$ cat config.mk
export PLATFORM = sky130hd
export DESIGN_NAME = spad_fifo_replay
export DESIGN_NICKNAME = d
export VERILOG_FILES = /design/src/rtl/spad_fifo_replay.sv
export SDC_FILE = /design/constraint.sdc
export NUM_CORES = 1
export LEC_CHECK = 0
export ABC_AREA = 1
export CORE_MARGIN = 2
export CORE_UTILIZATION = 62
export CTS_CLUSTER_DIAMETER = 30
export CTS_CLUSTER_SIZE = 16
export DETAILED_ROUTE_END_ITERATION = 10
export GPL_TIMING_DRIVEN = 0
export PLACE_DENSITY = 0.85
export SLEW_MARGIN = 20
export SYNTH_ARGS = -nofsm -noshare
export SYNTH_HDL_FRONTEND = slang
export SYNTH_SLANG_ARGS = --single-unit
$ cat constraint.sdc
create_clock -name clk -period 4.8 [get_ports clk]
set_input_delay 1.2 -clock clk [delete_from_list [all_inputs] [get_ports clk]]
set_output_delay 1.2 -clock clk [all_outputs]
set_load 0.02 [all_outputs]
$ cat src/rtl/spad_fifo_replay.sv
// spad_fifo_replay: single-clock scratchpad FIFO between the GLB loader and
// the PE MAC pipeline, with occupancy flags and mark/rewind/release replay.
//
// Ports:
//   clk          clock, all logic on posedge
//   rst          synchronous active-high reset
//   wr_en        write request
//   wr_data      write word
//   rd_en        read request
//   rd_inc       with an accepted read: 1 = pop, 0 = peek
//   mark         capture current read pointer as replay point
//   rewind       restore read pointer to replay point
//   release_mark drop replay point, free retained entries
//   rd_data      registered read word (0 when no read)
//   rd_dvalid    rd_data valid this cycle
//   full         used == DEPTH
//   empty        avail == 0
//   used         entries occupied (retained + unread)
//   avail        entries readable
//   err          one-cycle pulse on a refused write or refused read
module spad_fifo_replay #(
    parameter int DATA_WIDTH = 16,
    parameter int DEPTH      = 12,
    parameter int ADDR_WIDTH = $clog2(DEPTH),
    parameter int CNT_WIDTH  = $clog2(DEPTH + 1)
) (
    input  logic                  clk,
    input  logic                  rst,
    input  logic                  wr_en,
    input  logic [DATA_WIDTH-1:0] wr_data,
    input  logic                  rd_en,
    input  logic                  rd_inc,
    input  logic                  mark,
    input  logic                  rewind,
    input  logic                  release_mark,
    output logic [DATA_WIDTH-1:0] rd_data,
    output logic                  rd_dvalid,
    output logic                  full,
    output logic                  empty,
    output logic [CNT_WIDTH-1:0]  used,
    output logic [CNT_WIDTH-1:0]  avail,
    output logic                  err
);

    logic [DATA_WIDTH-1:0] mem [DEPTH];

    logic [ADDR_WIDTH-1:0] wr_ptr;
    logic [ADDR_WIDTH-1:0] rd_ptr;
    logic [ADDR_WIDTH-1:0] mark_ptr;
    logic                  mark_active;

    logic                  wr_acc;
    logic                  rd_acc;
    logic                  pop;
    logic                  rew_eff;
    logic                  mark_eff;
    logic                  rel_eff;
    logic [CNT_WIDTH-1:0]  wr_c;
    logic [CNT_WIDTH-1:0]  pop_c;

    logic [ADDR_WIDTH-1:0] wr_ptr_n;
    logic [ADDR_WIDTH-1:0] rd_ptr_n;
    logic [ADDR_WIDTH-1:0] mark_ptr_n;
    logic                  mark_active_n;
    logic [CNT_WIDTH-1:0]  used_n;
    logic [CNT_WIDTH-1:0]  avail_n;

    // Explicit wrap so non-power-of-two depths work.
    function automatic logic [ADDR_WIDTH-1:0] ptr_inc(
        input logic [ADDR_WIDTH-1:0] p
    );
        if (p == ADDR_WIDTH'(DEPTH - 1))
            return '0;
        return p + ADDR_WIDTH'(1);
    endfunction

    always_comb begin
        wr_acc   = wr_en && !full;
        // Rewind pre-empts any read, even when it has no mark to act on.
        rd_acc   = rd_en && !empty && !rewind;
        pop      = rd_acc && rd_inc;
        rew_eff  = rewind && mark_active;
        mark_eff = mark && !rew_eff;
        rel_eff  = release_mark && !mark_eff;
        wr_c     = {{(CNT_WIDTH-1){1'b0}}, wr_acc};
        pop_c    = {{(CNT_WIDTH-1){1'b0}}, pop};
    end

    always_comb begin
        wr_ptr_n      = wr_acc ? ptr_inc(wr_ptr) : wr_ptr;
        rd_ptr_n      = rd_ptr;
        mark_ptr_n    = mark_ptr;
        mark_active_n = mark_active;
        used_n        = used;
        avail_n       = avail + wr_c - pop_c;

        if (rew_eff) begin
            rd_ptr_n = mark_ptr;
            avail_n  = used + wr_c;
        end else if (pop) begin
            rd_ptr_n = ptr_inc(rd_ptr);
        end

        if (rew_eff) begin
            // Release (if any) leaves used == avail == replayed region.
            used_n = used + wr_c;
        end else if (mark_eff) begin
            // New mark sits at the pre-pop read pointer: everything still
            // readable stays retained, older retained entries are freed.
            used_n = avail + wr_c;
        end else if (rel_eff) begin
            used_n = avail + wr_c - pop_c;
        end else if (mark_active) begin
            used_n = used + wr_c;
        end else begin
            used_n = used + wr_c - pop_c;
        end

        if (mark_eff) begin
            mark_ptr_n    = rd_ptr;
            mark_active_n = 1'b1;
        end else if (rel_eff) begin
            mark_active_n = 1'b0;
        end
    end

    always_ff @(posedge clk) begin
        if (!rst && wr_acc)
            mem[wr_ptr] <= wr_data;
    end

    always_ff @(posedge clk) begin
        if (rst) begin
            wr_ptr      <= '0;
            rd_ptr      <= '0;
            mark_ptr    <= '0;
            mark_active <= 1'b0;
            used        <= '0;
            avail       <= '0;
            full        <= 1'b0;
            empty       <= 1'b1;
            rd_data     <= '0;
            rd_dvalid   <= 1'b0;
            err         <= 1'b0;
        end else begin
            wr_ptr      <= wr_ptr_n;
            rd_ptr      <= rd_ptr_n;
            mark_ptr    <= mark_ptr_n;
            mark_active <= mark_active_n;
            used        <= used_n;
            avail       <= avail_n;
            full        <= (used_n == CNT_WIDTH'(DEPTH));
            empty       <= (avail_n == '0);
            rd_data     <= rd_acc ? mem[rd_ptr] : '0;
            rd_dvalid   <= rd_acc;
            err         <= (wr_en && full) ||
                           (rd_en && empty && !rewind);
        end
    end

endmodule

; After elaboration in Yosys (flattened, before gate mapping)
; Memories as Yosys holds them, arrays and structs flattened. A register that Yosys moved wholly into a read port is not among the register bits.
; Index checks and enable logic that the tools add are counted.
[totals]
mem_count = 1
inputBits = 24
output_inout_bits = 28
ff_bits = 25
elab_cells = 62
latchBits = 0
rom_bits = 0
ram_bits = 192
[classes]
n_reduce_logical = 22
shifts = 0
n_mux = 19
magnitude_cmp = 0
n_bitwise = 1
n_eq_ne = 3
div = 0
mul = 0
n_addsub = 6
[memory_table]
columns = memory, words, word_bits, rd, rd_clocked_by_memory_dff, wr, line_no
row1 = mem, 12, 16, 1, 1, 1, 45  ; logic [DATA_WIDTH-1:0] mem [DEPTH];
[ops]
columns = operator, count
row1 = $mux 4, 11
row2 = $eq 4x4->1 const B, 3
row3 = $logic_and 1x1->1, 11
row4 = $add 4x1->4, 2
row5 = $add 4x1->4 const B, 2
row6 = $mux 1, 8
row7 = $sub 4x1->4, 2
row8 = $logic_not 1->1, 6
row9 = $logic_not 4->1, 1
row10 = $reduce_bool 2->1, 2
row11 = $reduce_or 2->1, 1
row12 = $logic_or 1x1->1, 1
row13 = $not 1->1, 1

; Depth between registers and ports, before layout
[logic_depth]
depth_word = 10
depth_mapped = 15
mapped_depth_nobuf = 15

; Least setup slack after synthesis
; OpenSTA, ideal clock, no wires.
[synth_path]
kind = input to register
start = input wr_en
end = memory mem[10][0] (enable)
arrival_ns = 2.840
n_path_buf = 0
setup_slack_ns = 1.551
stages = 5
cell_sequence = inv_1 -> or2_1 -> nor2_1 -> inv_2 -> nor3_1
[synth_via]
elab_chain_len = 4
[synth_rtl]
columns = item, line_no
row1 = from (decl), 29  ; input logic wr_en,
row2 = $logic_and 1x1->1, 78  ; wr_acc = wr_en && !full;
row3 = $logic_and 1x1->1, 128  ; if (!rst && wr_acc)
row4 = $mux 1, 128
row5 = $mux 1 (not written as such), 129  ; mem[wr_ptr] <= wr_data;
row6 = to (decl), 45
; Every way passes these cells.

; Final worst setup path
[layout_path]
start = input wr_en
end = register full
[layout_via]
elab_chain_len = 8
word_cells_on_any_way = 10
cone_classes = add/sub (4) / eq/ne (1) / mux (4) / reduce/logical (1)
[layout_rtl]
columns = item, line_no
row1 = $logic_and 1x1->1 (*), 78
row2 = $add 4x1->4, "106, 114, 116"
row3 = $sub 4x1->4, 116  ; used_n = used + wr_c - pop_c;
row4 = $mux 4, 113  ; end else if (mark_active) begin
row5 = $mux 4, 111  ; end else if (rel_eff) begin
row6 = $mux 4, 107  ; end else if (mark_eff) begin
row7 = $mux 4 (*), 104  ; if (rew_eff) begin
row8 = $eq 4x4->1 (*), 152  ; full <= (used_n == CNT_WIDTH'(DEPTH));
row9 = to (signal assigned), 152
row10 = to (decl), 38  ; output logic full,
; Every way passes the cells marked *; elsewhere a longest branch is shown, timed or not.
; A chain may end at the register's enable or synchronous reset.

==> impl.org <==
** Clocking
- TritonCTS created 37 clock buffers.
- The clock passes through at most 3 buffers.
- The tree built by TritonCTS fans out to 233 sinks.
- Cts-stage hold buffer count :: 0
- After clock tree synthesis, the clock-pin slew on the worst setup and hold paths is 50 ps.
- The tree is rooted in a clkbuf_16.
- Once the clock tree was built, the resizer swapped 0 gates to a different size.
- Htree depth :: 2
- TritonCTS built the clock tree.
- In this run the post-CTS setup repair buffer count came out at 0.
- Clk Latency, worst-skew pair :: between 500 and 600 ps

** Routing
- In the routed design, unresolved DRC markers number 0.
- The first detailed-routing pass took 6 iterations.
- Met3 wire length :: ~3.4 mm
- The count of nets left with antenna violations once routing finished came out at 0.
- After detailed routing, the number of vias per cell comes to 6.58.
- Average detailed-routed wire length per instance :: 23.5 microns
- The highest metal layer carrying signal wires in the routed design is met4.
- Post-route met1 wirelength :: 9.03 mm
- The routed design uses 12.3 mm of met2 wire.
- The first routing iteration left 1,336 violations.
- Detailed Route WL :: 26.3 mm
- The detailed router placed 7,386 vias in this run.

** Floorplanning
- Number of core rows :: 44
- In this run the standard cell core region covers 14,600 sq um.
- Die area :: 16,100 sq um
- Number of primary I/O pins :: 52
- Starting utilization of the core area :: 64.0%
- Measured along the x axis, the die boundary spans 127 microns.
- Height of the chip :: 127 microns

** Setup path
- Endpoint of the lowest-slack register-to-register path :: full
- Maximum net fanout on the critical path :: 5
- Kind of end point of the critical path :: register
- Reg-to-reg critical path startpoint :: full
- At the worst endpoint, the required time is about 5200 ps.
- Worst path arrival time :: 3640 ps
- In this run the register-to-register setup slack is 2420 ps.
- Timing startpoint of the critical path :: wr_en
- By startpoint and endpoint, the worst setup path is classified as in -> reg.
- For the worst flop-to-flop path, the logic depth is 14.
- STA classifies the critical path startpoint as an input port.

** Worst hold path
- For hold timing, the worst endpoint is err.
- Cell depth of the worst min-delay path :: 2
- The worst hold path belongs to the class reg -> reg.
- Hold Crit Start :: full

** Timing
- RSZ-0062 raised after global routing :: false
- Setup TNS Final :: 0 ps
- Dividing the final minimum period by the clock period gives approximately two thirds.
- The total count of max-transition violations in the final report is 0.
- Number of hold violations in the final report :: 0
- Worst clock skew :: 26.2 ps
- Counting I/O delays and the setup requirement, the final critical path takes 3250 ps.
- Setup slack of the critical path after layout :: 1550 ps
- At the pin with the least slew margin, the transition time is roughly 750 ps.
- Timing would allow up to between 0.3 and 0.4 GHz.
- Measured against its own limit, the worst slew margin works out to 50.2%.
- Setup violations remaining at the end of the flow were counted as 0.

** Synthesis
- Ranked by instance count, the synthesized netlist is headed by edfxtp_1, nor2_1, nand2_1, o21ai_0, o22ai_1.
- Each instance of the synthesized netlist takes up on average 11.7 sq um.
- In this run, distinct cell masters in the synthesized netlist total 33.
- Sequential area share after synthesis :: 70.3%
- Most repeated cell in the gate-level netlist after synthesis :: edfxtp_1
- Top cells by area, synth :: edfxtp_1, dfxtp_1, o21ai_0
- FFs w/ async S/R, synth :: 0%
- The largest total area in the synthesized netlist belongs to edfxtp_1.
- Number of synthesized register bits :: around 230
- Fraction of post-synthesis cell area in the top cell type by area :: 61.5%
- Synthesized cell area :: around 9400 sq um
- The synthesized design contains 192 enable-type register cells.
- Yosys printed 0 warnings.
- Counting every net in the synthesized netlist gives 837.
- Syn Inst Count :: 800
- Most used DFF post-synth :: edfxtp_1

** Global routing
- The number of antenna violations at the first check in global routing was 0.
- First-pass GRT wire length :: 39.4 mm
- The via count of the first global-routing pass was 7,123.
- For this run the aggregate overflow at the end of global routing stands at 0.
- For this run, the total global-route usage over all layers was measured as 32.9%.
- Entering global routing, the biggest net connects 14 pins.

** Placement
- Half-perimeter wire length after placement :: 15.4 mm
- Port Buf Inserts :: 50
- Routability-driven placement finished with a final weighted congestion of 0.866.
- At the placement stage, the worst setup path has a slack of 1060 ps.

** Finish
- The layout has 782 filler cells.
- At the end of the flow, the number of nets in the layout was 947.
- Post-Route Utilization :: 79.0%
- Area added between synthesis and finish :: 23.5%
- 0 antenna diodes ended up in the layout.
- Share of layout cells above drive strength 1 :: approximately 16%

** Power and ir drop
- After layout, the design draws a total of just over 5 mW.
- VDD IR-drop max :: 0.342 mV
- In this run the power density over the cells is around 450 nW/um^2.
- Leakage dissipation :: ~4.2 nW

** Flow run
- MaxCap Viol Count :: 0

** Run status
- The run finished with clean final reports.
state kept, by name, indices dropped and copies added (netlist names):
signal       count
avail            4
empty            1
err              1
full             1
mark_active      1
mark_ptr         4
mem            192
rd_data         16
rd_dvalid        1
rd_ptr           4
used             4
wr_ptr           4
layer usage:
metal	up-vias	GRT usage [%]
met5	-	0
met3	155	8.73
met1	3477	41.5
li1	3107	-
met4	0	18.3
met2	647	52.5
worst max-delay path, stage by stage:
cell and delay (ps):
clkdlybuf4s50_1 470, inv_1 40, or2_1 260, inv_1 190, ha_1 270, ha_1 250, inv_1 110, ha_1 240
nand2_1 60, nand2_1 60, nand3_1 60, nand2_1 50, a21oi_1 190, nor2_1 60, nand3_1 60, nor2_1 70
kinds of logic (layout without fill, tap and decap cells):
family	after synthesis	count (layout)	synth area share, %
compound gates	200	200	11.8
xor+xnor	2	2	0.187
fa+ha+maj	13	13	1.74
buf+inv	83	222	4.38
flops	233	233	70.3
simple gates	269	269	11.7
layout make-up:
| class | instances | area, sq um | share of cell area, % |
|---|---|---|---|
| buffer | 42 | 251 | 2.17 |
| sequential | 233 | 6590 | 56.9 |
| multi-input combinational | 484 | 2430 | 21.0 |
| timing repair buffer | 71 | 684 | 5.91 |
| clock inverter | 26 | 210 | 1.82 |
| tap | 184 | 230 | 1.99 |
| clock buffer | 42 | 1030 | 8.88 |
| inverter | 41 | 159 | 1.37 |
cells in the final DEF (no fill, tap or decap), types with 4 or more instances in the layout:
| cell | instances |
|---|---|
| edfxtp_1 | 192 |
| nor2_2 | 4 |
| clkinv_2 | 6 |
| inv_1 | 34 |
| nor2_1 | 115 |
| nand2_1 | 107 |
| inv_2 | 5 |
| inv_6 | 5 |
| a21oi_1 | 12 |
| o21ai_0 | 107 |
| clkdlybuf4s50_1 | 50 |
| clkinv_4 | 5 |
| buf_2 | 23 |
| dfxtp_1 | 41 |
| o211ai_1 | 5 |
| clkbuf_16 | 40 |
| buf_6 | 9 |
| buf_4 | 20 |
| o21ai_1 | 10 |
| nand2_2 | 4 |
| nand3_1 | 19 |
| a31oi_1 | 20 |
| nand4_1 | 5 |
| clkbuf_2 | 4 |
| ha_1 | 13 |
| clkinvlp_4 | 7 |
| o22ai_1 | 43 |
| nor3_2 | 10 |
through the flow:
step                      hold slack (ps)  instance area (sq um)  cells
after floorplan                       460                   9370    800
after global placement                469                  10100   1034
after detailed placement              467                  10300   1055
after CTS                             474                  11600   1123
after global routing                  499                  11600   1123
final                                 475                  11600   1123
where the power goes:
part / internal, mW / total (mW) / switching, mW / leakage (nW)
Clock: 1.62 / 2.61 / 0.997 / 0.594
Sequential: 2.22 / 2.24 / 0.0192 / 2.07
Combinational: 0.114 / 0.337 / 0.223 / 1.54
how the worst max path moves through the flow:
stage / end / slack [ps]
floorplan: mem[10][0] / 1550
CTS: full / 1570
finish: full / 1550
detailed placement: full / 1060
global placement: mem[0][9] / -40
global route: full / 1350
Note: power is estimated with default switching activity, not from simulation.
